**src/rtl/bean_pkg.sv**
```systemverilog
// Shared definitions for the BEAN-2 hazard unit: register address width, stage
// indices, scoreboard field widths and result-ready encodings.
package bean_pkg;

    localparam int REG_AW    = 5;

    localparam int STG_E     = 0;
    localparam int STG_M     = 1;
    localparam int STG_WB    = 2;

    localparam int SB_VLD_W  = 1;
    localparam int SB_WE_W   = 1;
    localparam int SB_RD_W   = REG_AW;

    localparam int RDY_ALU   = 0;
    localparam int RDY_LOAD  = 1;

    // A one-stage pipeline still needs a 1-bit ready field.
    function automatic int rdy_width(input int stages);
        return (stages > 1) ? $clog2(stages) : 1;
    endfunction

    function automatic int fwd_width(input int stages);
        return $clog2(stages + 1);
    endfunction

endpackage

```
**src/rtl/hazard_src_match.sv**
```systemverilog
// Compares one source operand against every scoreboard entry and reports the
// youngest matching writer and whether its result is not yet available.
module hazard_src_match
    import bean_pkg::*;
#(
    parameter int STAGES = 3,
    parameter int AW     = REG_AW,
    parameter int RW     = rdy_width(STAGES),
    parameter int FW     = fwd_width(STAGES)
) (
    input  logic [AW-1:0]        rs,
    input  logic                 used,
    input  logic [STAGES-1:0]    ent_valid,
    input  logic [STAGES-1:0]    ent_we,
    input  logic [STAGES*AW-1:0] ent_rd,
    input  logic [STAGES*RW-1:0] ent_rdy,
    output logic                 match,
    output logic [FW-1:0]        idx,
    output logic                 hazard
);

    logic [RW-1:0] sel_rdy;

    always_comb begin
        match   = 1'b0;
        idx     = '0;
        hazard  = 1'b0;
        sel_rdy = '0;
        if (used && (rs != '0)) begin
            // Walk oldest to youngest so the youngest writer is the one kept.
            for (int k = STAGES - 1; k >= 0; k--) begin
                if (ent_valid[k] && ent_we[k] && (ent_rd[k*AW +: AW] == rs)) begin
                    match   = 1'b1;
                    idx     = FW'(k);
                    sel_rdy = ent_rdy[k*RW +: RW];
                end
            end
            if (match && (int'(idx) < int'(sel_rdy))) begin
                hazard = 1'b1;
            end
        end
    end

endmodule

```
**src/rtl/hazard_scoreboard.sv**
```systemverilog
// BEAN-2 hazard unit: shift-register scoreboard of pending writes driving
// forwarding selects, load-use stalls, jump flushes and memory-wait freezes.
module hazard_scoreboard
    import bean_pkg::*;
#(
    parameter int  STAGES  = 3,
    parameter int  NUM_SRC = 3,
    parameter int  REG_AW  = bean_pkg::REG_AW,
    parameter int  PERF_W  = 16,
    localparam int RW      = rdy_width(STAGES),
    localparam int FW      = fwd_width(STAGES)
) (
    input  logic                      clk,
    input  logic                      reset,
    input  logic                      issue_valid,
    input  logic                      issue_we,
    input  logic [REG_AW-1:0]         issue_rd,
    input  logic [RW-1:0]             issue_rdy,
    input  logic [NUM_SRC*REG_AW-1:0] rs_addr,
    input  logic [NUM_SRC-1:0]        rs_used,
    input  logic                      jump,
    input  logic                      mem_wait,
    output logic                      stall_F,
    output logic                      stall_D,
    output logic                      flush_F,
    output logic                      flush_D,
    output logic [STAGES-1:0]         stall,
    output logic [STAGES-1:0]         flush,
    output logic [NUM_SRC*FW-1:0]     fwd_sel,
    output logic [PERF_W-1:0]         stall_cnt,
    output logic [PERF_W-1:0]         flush_cnt
);

    logic [STAGES-1:0]             sb_valid_q, sb_valid_d;
    logic [STAGES-1:0]             sb_we_q,    sb_we_d;
    logic [STAGES-1:0][REG_AW-1:0] sb_rd_q,    sb_rd_d;
    logic [STAGES-1:0][RW-1:0]     sb_rdy_q,   sb_rdy_d;
    logic [PERF_W-1:0]             stall_cnt_q, stall_cnt_d;
    logic [PERF_W-1:0]             flush_cnt_q, flush_cnt_d;

    logic [NUM_SRC-1:0]            src_match;
    logic [NUM_SRC-1:0]            src_hazard;
    logic [NUM_SRC-1:0][FW-1:0]    src_idx;
    logic                          hazard_any;
    logic                          bubble_e0;

    function automatic logic [PERF_W-1:0] sat_inc(input logic [PERF_W-1:0] v);
        return (&v) ? v : v + PERF_W'(1);
    endfunction

    for (genvar i = 0; i < NUM_SRC; i++) begin : g_src
        hazard_src_match #(
            .STAGES (STAGES),
            .AW     (REG_AW),
            .RW     (RW),
            .FW     (FW)
        ) u_match (
            .rs        (rs_addr[i*REG_AW +: REG_AW]),
            .used      (rs_used[i]),
            .ent_valid (sb_valid_q),
            .ent_we    (sb_we_q),
            .ent_rd    (sb_rd_q),
            .ent_rdy   (sb_rdy_q),
            .match     (src_match[i]),
            .idx       (src_idx[i]),
            .hazard    (src_hazard[i])
        );

        // Select k+1 means "forward from stage k"; 0 falls back to the regfile.
        assign fwd_sel[i*FW +: FW] = (reset && src_match[i] && !src_hazard[i])
                                     ? src_idx[i] + FW'(1) : '0;
    end

    assign hazard_any = issue_valid && (|src_hazard);

    always_comb begin
        stall_F     = 1'b0;
        stall_D     = 1'b0;
        flush_F     = 1'b0;
        flush_D     = 1'b0;
        stall       = '0;
        flush       = '0;
        bubble_e0   = 1'b0;
        stall_cnt_d = stall_cnt_q;
        flush_cnt_d = flush_cnt_q;
        if (!reset) begin
            flush_F = 1'b1;
            flush_D = 1'b1;
            flush   = '1;
        end else if (mem_wait) begin
            // A pending jump waits here; it is taken once memory is ready.
            stall_F = 1'b1;
            stall_D = 1'b1;
            stall   = '1;
        end else if (jump) begin
            // The would-be dependent is flushed, so any data hazard is moot.
            flush_F        = 1'b1;
            flush_D        = 1'b1;
            flush[STG_E]   = 1'b1;
            bubble_e0      = 1'b1;
            flush_cnt_d    = sat_inc(flush_cnt_q);
        end else if (hazard_any) begin
            stall_F        = 1'b1;
            stall_D        = 1'b1;
            flush[STG_E]   = 1'b1;
            bubble_e0      = 1'b1;
            stall_cnt_d    = sat_inc(stall_cnt_q);
        end
    end

    always_comb begin
        sb_valid_d = sb_valid_q;
        sb_we_d    = sb_we_q;
        sb_rd_d    = sb_rd_q;
        sb_rdy_d   = sb_rdy_q;
        if (!mem_wait) begin
            for (int k = STAGES - 1; k >= 1; k--) begin
                sb_valid_d[k] = sb_valid_q[k-1];
                sb_we_d[k]    = sb_we_q[k-1];
                sb_rd_d[k]    = sb_rd_q[k-1];
                sb_rdy_d[k]   = sb_rdy_q[k-1];
            end
            if (bubble_e0) begin
                sb_valid_d[0] = 1'b0;
                sb_we_d[0]    = 1'b0;
                sb_rd_d[0]    = '0;
                sb_rdy_d[0]   = '0;
            end else begin
                sb_valid_d[0] = issue_valid;
                sb_we_d[0]    = issue_we;
                sb_rd_d[0]    = issue_rd;
                sb_rdy_d[0]   = issue_rdy;
            end
        end
    end

    always_ff @(posedge clk or negedge reset) begin
        if (!reset) begin
            sb_valid_q  <= '0;
            sb_we_q     <= '0;
            sb_rd_q     <= '0;
            sb_rdy_q    <= '0;
            stall_cnt_q <= '0;
            flush_cnt_q <= '0;
        end else begin
            sb_valid_q  <= sb_valid_d;
            sb_we_q     <= sb_we_d;
            sb_rd_q     <= sb_rd_d;
            sb_rdy_q    <= sb_rdy_d;
            stall_cnt_q <= stall_cnt_d;
            flush_cnt_q <= flush_cnt_d;
        end
    end

    // Counters read zero for as long as reset is held.
    assign stall_cnt = reset ? stall_cnt_q : '0;
    assign flush_cnt = reset ? flush_cnt_q : '0;

endmodule

```
**config.mk**
```make
export PLATFORM = sky130hd
export DESIGN_NAME = hazard_scoreboard
export DESIGN_NICKNAME = d
export VERILOG_FILES = /design/src/rtl/bean_pkg.sv /design/src/rtl/hazard_src_match.sv /design/src/rtl/hazard_scoreboard.sv
export SDC_FILE = /design/constraint.sdc
export NUM_CORES = 1
export LEC_CHECK = 0
export CAP_MARGIN = 10
export CORE_MARGIN = 10
export CORE_UTILIZATION = 51
export CTS_CLUSTER_DIAMETER = 60
export DETAILED_ROUTE_END_ITERATION = 10
export PLACE_DENSITY = 0.84
export SYNTH_ARGS = -nofsm -noshare
export SYNTH_HDL_FRONTEND = slang
export SYNTH_SLANG_ARGS = --single-unit
```
**constraint.sdc**
```tcl
create_clock -name clk -period 5.3 [get_ports clk]
set_clock_uncertainty 0.05 [all_clocks]
set_input_delay 1.06 -clock clk [delete_from_list [all_inputs] [get_ports clk]]
set_output_delay 1.06 -clock clk [all_outputs]
set_load 0.005 [all_outputs]
```
==> metrics.log, run 1 <==
INFO  metric grt_start_max_net_pins = 50
INFO  metric worst-setup-path-type = input pin to primary output
INFO  metric post-route-drc-count = 0
INFO  metric std_cell_rows = 30
INFO  metric cts_buffer_depth = 2
INFO  metric fin_nets = 516
INFO  metric fmaxAchievable = 195 MHz
INFO  metric layoutNonFillerInstCount = 581
INFO  metric die_x = 105 µm
INFO  metric post_synth_main_area_contributors = sky130_fd_sc_hd__dfrtp_1 (40%), sky130_fd_sc_hd__xnor2_1 (11%), sky130_fd_sc_hd__xor2_1 (7.4%)
INFO  metric postRouteWirelength = 9.61 mm
INFO  metric global_route_total_usage_across_every_layer = 0.176
INFO  metric post_placement_cell_area = 4720 µm²
INFO  metric die-area = 11000 µm²
INFO  metric syn-instance-count = 370
INFO  metric cp_data_arrival_time = 4020 ps
INFO  metric power.leakage = 2.26 nW
INFO  metric clk_pin_slew_worst_setup_hold_paths = 70 ps
INFO  metric critical_path_peak_fanout = 2
INFO  metric timing.max_cap.violations = 0
INFO  metric drive_above_1_share = 0.192
INFO  metric drt-initial-drc-count = 132
INFO  metric vias_in_the_first_global_route = 3212
INFO  metric dp_hpwl = 7.27 mm
INFO  metric synthesis.area = 3660 µm²
INFO  metric post_layout_minimum_cycle_time = 5130 ps
INFO  metric cts_root_buffer = sky130_fd_sc_hd__clkbuf_8
INFO  metric power-per-cell-area = 262 nW/µm²
INFO  metric via_count = 3119
INFO  metric syn_to_final_growth = 38.2%
INFO  metric ys_warn_count = 0
INFO  metric placed_cells_incl_taps = 562
INFO  metric synth-seq-cells = 59
INFO  metric outcome = complete, no violations
INFO  metric route.detailed.wl_per_inst = 16.5 µm
INFO  metric maxSlewViolCount = 0
INFO  metric fin_total_pwr = 0.00133 W
INFO  metric detailedRoute.firstPassIterationCount = 4
INFO  metric report.final.hold_viol_count = 0
INFO  metric cts_inserted_buffers = 9
INFO  metric initial_utilization = 0.533
INFO  metric measured_slew_at_the_worst_slew_check_pin = 550 ps
INFO  metric synth_edf_count = 0
INFO  metric finalSetupViolCount = 0
INFO  metric synthDominantAreaCellType = sky130_fd_sc_hd__dfrtp_1
INFO  metric synth.distinct_cells = 48
INFO  metric ios = 79
INFO  metric postLayoutCellArea = 5060 µm²
INFO  metric synth_seq_area_share = 0.403
INFO  metric synth.avg_cell_area = 9.89 µm²
INFO  metric ant_nets = 0
INFO  metric number_of_antenna_violations_at_the_first_check_in_global_routing = 0
INFO  metric ys_dominant_reg_cell = sky130_fd_sc_hd__dfrtp_1
INFO  metric grt_pass1_wl = 16.0 mm
INFO  metric antenna_cells = 0
INFO  metric core = 6870 µm²
INFO  metric globalRoute.totalOverflow = 0
INFO  metric worst_hold_path_type = flop to flop
INFO  metric worst_ir_drop_vdd = 0.185 mV
INFO  metric yosys.area.top_type_share = 0.403
INFO  metric worstSetupStartpointType = input pin
INFO  metric portBuffers = 78
INFO  metric synth_fp_nets = 406
INFO  metric setup.worst_path.end_class = primary output
INFO  metric vias_per_cell = 5.37
INFO  metric async_reset_ff_frac = 1.00
INFO  metric data_required_critical_path = 4190 ps
INFO  metric chipHeight = 105 µm
INFO  metric clock_insertion_delay_worst_skew = 340 ps
INFO  metric cts_tree = yes
INFO  metric clk_sink_count = 59
INFO  metric htree_num_levels = 3
INFO  metric gp_congestion = 0.858
INFO  metric max_slew_margin = 0.634
INFO  metric final_min_period_over_clock_period = 0.968
==> final cells by class <==
| cell class | instances | area [µm²] |
|---|---|---|
| clock inverter | 3 | 67.6 |
| fill | 500 | 1810 |
| timing repair buffer | 113 | 1040 |
| inverter | 9 | 33.8 |
| tap | 96 | 120 |
| clock buffer | 13 | 179 |
| multi-input combinational | 288 | 2140 |
| sequential | 59 | 1480 |
==> worst paths after layout <==
path,start,to,slack [ps],depth (start not counted)
max,rs_addr[13],fwd_sel[4],170,14
min,flush_cnt_q[15],flush_cnt_q[15],440,1
max reg2reg,sb_rd_q[5],stall_cnt_q[1],1830,14
min reg2reg,flush_cnt_q[15],flush_cnt_q[15],440,1
max in group asynchronous,reset,sb_rd_q[5],3680,2
min in group asynchronous,reset,flush_cnt_q[1],600,1
==> logic make-up (layout without fill, tap and decap cells) <==
logic type      count (synthesis)  in the layout  synth area share
simple gates                  146            146             0.215
flops                          59             59             0.403
xor+xnor                       75             75             0.179
compound gates                 37             37            0.0790
mux                            25             25            0.0745
fa+ha+maj                       5              5            0.0171
buf+inv                        23            138            0.0311
==> metrics by stage <==
step,util,TNS [ps],hold slack [ps],worst slack (ps)
floorplan,-,0,396,767
finish,0.736,0,437,167
CTS,0.728,0,440,2.42
detailed placement,0.687,-1580,428,-332
global placement,0.687,-1330,411,-272
global route,0.736,-77.6,455,-45.5
==> sequential cells by signal, indices dropped and copies added, names as in the netlist <==
register and flops:
sb_we_q 3, sb_valid_q 3, sb_rd_q 15, stall_cnt_q 16, flush_cnt_q 16, sb_rdy_q 6
==> worst max-delay path, stage by stage <==
cell                              delay (ps)
sky130_fd_sc_hd__clkdlybuf4s50_1         500
sky130_fd_sc_hd__xnor2_1                 120
sky130_fd_sc_hd__nand4_1                 160
sky130_fd_sc_hd__nor3_2                  210
sky130_fd_sc_hd__nand2_1                 120
sky130_fd_sc_hd__o221ai_1                180
sky130_fd_sc_hd__o21ai_0                 120
sky130_fd_sc_hd__ha_1                    290
sky130_fd_sc_hd__o41ai_1                  70
sky130_fd_sc_hd__a31oi_1                 200
sky130_fd_sc_hd__nor2_1                   80
sky130_fd_sc_hd__nor3_2                  180
sky130_fd_sc_hd__a21boi_2                220
sky130_fd_sc_hd__clkdlybuf4s50_1         530
==> cell usage in the layout, fill, tap and decap left out, types with 3 or more instances in the layout <==
cell / instances
sky130_fd_sc_hd__dfrtp_1: 59
sky130_fd_sc_hd__clkdlybuf4s50_1: 57
sky130_fd_sc_hd__xnor2_1: 44
sky130_fd_sc_hd__buf_4: 36
sky130_fd_sc_hd__and2_1: 34
sky130_fd_sc_hd__xor2_1: 31
sky130_fd_sc_hd__nor2_1: 25
sky130_fd_sc_hd__nand2_1: 21
sky130_fd_sc_hd__mux2_2: 18
sky130_fd_sc_hd__nand4_1: 16
sky130_fd_sc_hd__nand3_1: 14
sky130_fd_sc_hd__clkbuf_8: 13
sky130_fd_sc_hd__dlygate4sd2_1: 12
sky130_fd_sc_hd__inv_1: 9
sky130_fd_sc_hd__o21ai_0: 9
sky130_fd_sc_hd__and3_1: 8
sky130_fd_sc_hd__mux2i_1: 7
sky130_fd_sc_hd__dlymetal6s2s_1: 6
sky130_fd_sc_hd__ha_1: 5
sky130_fd_sc_hd__nor2b_1: 4
sky130_fd_sc_hd__nor4_2: 3
sky130_fd_sc_hd__nor3_1: 3
sky130_fd_sc_hd__a31o_2: 3
sky130_fd_sc_hd__or4_1: 3
sky130_fd_sc_hd__and4_1: 3
==> report_power, final <==
group          internal [W]  switching, W
logic              0.000149      0.000115
registers          0.000498     0.0000688
clock network      0.000316      0.000180
total              0.000963      0.000364
==> cells in the mapped netlist, types with 6 or more instances <==
library cell,number
sky130_fd_sc_hd__inv_1,9
sky130_fd_sc_hd__xnor2_1,44
sky130_fd_sc_hd__mux2_2,18
sky130_fd_sc_hd__nand4_1,16
sky130_fd_sc_hd__nor2_1,26
sky130_fd_sc_hd__nand2_1,23
sky130_fd_sc_hd__clkbuf_1,6
sky130_fd_sc_hd__and2_1,34
sky130_fd_sc_hd__and3_1,8
sky130_fd_sc_hd__xor2_1,31
sky130_fd_sc_hd__o21ai_0,10
sky130_fd_sc_hd__mux2i_1,7
sky130_fd_sc_hd__nand3_1,14
sky130_fd_sc_hd__dfrtp_1,59
==> timing repair <==
action | in CTS | in global routing
resized for setup | 23 | 17
cloned | 0 | 0
hold buffers | 0 | 0
setup endpoints to repair | 8 | 7
setup buffers | 2 | 1
pin swaps | 3 | 8
==> metal layers <==
layer  vias to the layer above  wire [µm]  track usage
met5                         -          0            0
met1                      1505       4310        0.222
li1                       1505          -            -
met2                        93       4480        0.277
met3                        16        608       0.0504
met4                         0        210       0.0735
Power figures use the tool's default switching activity.
==> inputs of run 2 (changes only) <==
--- a/config.mk
+++ b/config.mk
@@ -9,8 +9,10 @@
 export CORE_MARGIN = 10
 export CORE_UTILIZATION = 51
 export CTS_CLUSTER_DIAMETER = 60
+export CTS_CLUSTER_SIZE = 24
 export DETAILED_ROUTE_END_ITERATION = 10
 export PLACE_DENSITY = 0.84
+export RECOVER_POWER = 100
 export SYNTH_ARGS = -nofsm -noshare
 export SYNTH_HDL_FRONTEND = slang
 export SYNTH_SLANG_ARGS = --single-unit
==> metrics.log, run 2 (synthesized netlist as in run 1, its figures left out) <==
INFO  metric fin_total_pwr = 0.00132 W (was 0.00133 W)
INFO  metric grt_pass1_wl = 16.0 mm (unchanged)
INFO  metric worstPathCellList = clkdlybuf4s50_1 > xnor2_1 > nand4_1 > nor3_2 > nand2_1 > o221ai_1 > o21ai_0 > ha_1 > o41ai_1 > a31oi_1 > nor2_1 > nor3_2 > a21boi_2 > clkdlybuf4s50_1 (unchanged)
INFO  metric dp_hpwl = 7.27 mm (unchanged)
INFO  metric initial_utilization = 0.533 (unchanged)
INFO  metric antenna_cells = 0 (unchanged)
INFO  metric grt_start_max_net_pins = 50 (unchanged)
INFO  metric post-route-drc-count = 0 (unchanged)
INFO  metric max_slew_margin = 0.0879 (was 0.634)
INFO  metric final_core_util = 0.736 (about the same)
INFO  metric clock_insertion_delay_worst_skew = 340 ps (about the same)
INFO  metric vias_in_the_first_global_route = 3212 (unchanged)
INFO  metric met1Wirelength = 4.28 mm (was 4.31 mm)
INFO  metric dr_wl_met3 = 638 µm (was 608 µm)
INFO  metric cts_buffer_depth = 2 (unchanged)
INFO  metric cts_tree = yes (unchanged)
INFO  metric clk_sink_count = 59 (unchanged)
INFO  metric route.detailed.wl_per_inst = 16.6 µm (was 16.5 µm)
INFO  metric drive_above_1_share = 0.190 (was 0.192)
INFO  metric die-area = 11000 µm² (unchanged)
INFO  metric most_common_cell_after_layout_fill_and_taps_aside = sky130_fd_sc_hd__dfrtp_1 (unchanged)
INFO  metric vias_per_cell = 5.38 (was 5.37)
INFO  metric die_x = 105 µm (unchanged)
INFO  metric ant_nets = 0 (unchanged)
INFO  metric global_route_total_usage_across_every_layer = 0.176 (unchanged)
INFO  metric htree_num_levels = 3 (unchanged)
INFO  metric ios = 79 (unchanged)
INFO  metric layoutNonFillerInstCount = 581 (unchanged)
INFO  metric cp_slowest_cell = sky130_fd_sc_hd__clkdlybuf4s50_1 (unchanged)
INFO  metric outcome = complete, no violations (unchanged)
INFO  metric core = 6870 µm² (unchanged)
INFO  metric syn_to_final_growth = 38.1% (was 38.2%)
INFO  metric power-per-cell-area = 262 nW/µm² (about the same)
INFO  metric cp_data_arrival_time = 4010 ps (was 4020 ps)
INFO  metric fmaxAchievable = 195 MHz (about the same)
INFO  metric worst_ir_drop_vdd = 0.186 mV (was 0.185 mV)
INFO  metric reg2reg_setup_slack = 1820 ps (was 1830 ps)
INFO  metric cts_inserted_buffers = 9 (unchanged)
INFO  metric globalRoute.totalOverflow = 0 (unchanged)
INFO  metric slowest_delay = 520 ps (was 530 ps)
INFO  metric data_required_critical_path = 4190 ps (about the same)
INFO  metric highest-signal-layer = met4 (unchanged)
INFO  metric fin_nets = 516 (unchanged)
INFO  metric worst-setup-path-type = input pin to primary output (unchanged)
INFO  metric setup_ws = 179 ps (was 167 ps)
INFO  metric placed_cells_incl_taps = 562 (unchanged)
INFO  metric power.leakage = 2.29 nW (was 2.26 nW)
INFO  metric clk_pin_slew_worst_setup_hold_paths = 70 ps (about the same)
INFO  metric detailedRoute.firstPassIterationCount = 4 (unchanged)
INFO  metric preCtsSetupSlack = -332 ps (unchanged)
INFO  metric final_min_period_over_clock_period = 0.966 (was 0.968)
INFO  metric postLayoutCellArea = 5050 µm² (was 5060 µm²)
INFO  metric route.met2.wl = 4.49 mm (was 4.48 mm)
INFO  metric portBuffers = 78 (unchanged)
INFO  metric gp_congestion = 0.858 (unchanged)
INFO  metric critical_path_peak_fanout = 2 (unchanged)
INFO  metric hold_buffers = 0 (unchanged)
INFO  metric chipHeight = 105 µm (unchanged)
INFO  metric mostFrequentLayoutCells = sky130_fd_sc_hd__dfrtp_1 (59), sky130_fd_sc_hd__xnor2_1 (44), sky130_fd_sc_hd__clkdlybuf4s50_1 (42) (was sky130_fd_sc_hd__dfrtp_1 (59), sky130_fd_sc_hd__clkdlybuf4s50_1 (57), sky130_fd_sc_hd__xnor2_1 (44))
INFO  metric postRouteWirelength = 9.62 mm (was 9.61 mm)
INFO  metric number_of_antenna_violations_at_the_first_check_in_global_routing = 0 (unchanged)
INFO  metric worst_hold_path_type = flop to flop (unchanged)
INFO  metric cts_root_buffer = sky130_fd_sc_hd__clkbuf_8 (unchanged)
INFO  metric post_layout_minimum_cycle_time = 5120 ps (was 5130 ps)
INFO  metric measured_slew_at_the_worst_slew_check_pin = 1370 ps (was 550 ps)
INFO  metric maxSlewViolCount = 0 (unchanged)
INFO  metric timing.max_cap.violations = 0 (unchanged)
INFO  metric worstSetupStartpointType = input pin (unchanged)
INFO  metric post_placement_cell_area = 4720 µm² (unchanged)
INFO  metric biggestRegsByFlops = flush_cnt_q (16), stall_cnt_q (16), sb_rd_q (15) (unchanged)
INFO  metric finalSetupViolCount = 0 (unchanged)
INFO  metric std_cell_rows = 30 (unchanged)
INFO  metric drt-initial-drc-count = 143 (was 132)
INFO  metric setup.worst_path.end_class = primary output (unchanged)
INFO  metric via_count = 3125 (was 3119)
INFO  metric report.final.hold_viol_count = 0 (unchanged)
-- run 2: layer usage --
| metal | global-route usage | vias to the layer above |
|---|---|---|
| met4 | 0.0735 | 0 |
| met2 | 0.277 | 94 |
| met3 | 0.0504 | 16 |
| met1 | 0.222 | 1509 |
| met5 | 0 | - |
| li1 | - | 1506 |
-- run 2: what timing repair did --
item                       CTS  global route
setup buffers                2             1
setup endpoints to repair    8             7
gates resized for setup     23            17
pin swaps                    3             8
-- run 2: path summary, 6_finish.rpt --
check	from	endpoint	cells past startpoint
setup / recovery	rs_addr[13]	fwd_sel[4]	14
hold / removal	flush_cnt_q[15]	flush_cnt_q[15]	1
setup reg to reg	sb_rd_q[5]	stall_cnt_q[1]	14
hold reg to reg	flush_cnt_q[15]	flush_cnt_q[15]	1
max in group asynchronous	reset	sb_rd_q[5]	2
min in group asynchronous	reset	flush_cnt_q[1]	1
-- run 2: final cells by class --
cell class	instances	area (µm²)
clock inverter	3	67.6
timing repair buffer	113	1040
inverter	9	33.8
multi-input combinational	288	2140
tap	96	120
clock buffer	13	179
fill	500	1820
sequential	59	1480
-- run 2: stage by stage --
step | setup TNS, ps | hold WS [ps]
after global routing | -77.6 | 455
after global placement | -1330 | 411
after floorplan | 0 | 396
final | 0 | 436
after CTS | 0 | 440
after detailed placement | -1580 | 428
-- run 2: where the power goes --
group	switching, W	leakage (nW)	total (W)	internal (W)
clock network	0.000180	0.122	0.000496	0.000316
logic	0.000114	1.39	0.000259	0.000145
registers	0.0000685	0.771	0.000567	0.000498
total	0.000363	2.29	0.00132	0.000959
-- run 2: critical path, delay by kind of cell --
kind                     cells  cell delay (ps)
XOR/XNOR                     1              120
buffers and inverters        2             1020
AND/OR/NAND/NOR              5              750
AO/OA/AOI/OAI                5              780
adder cells (fa/ha/maj)      1              290
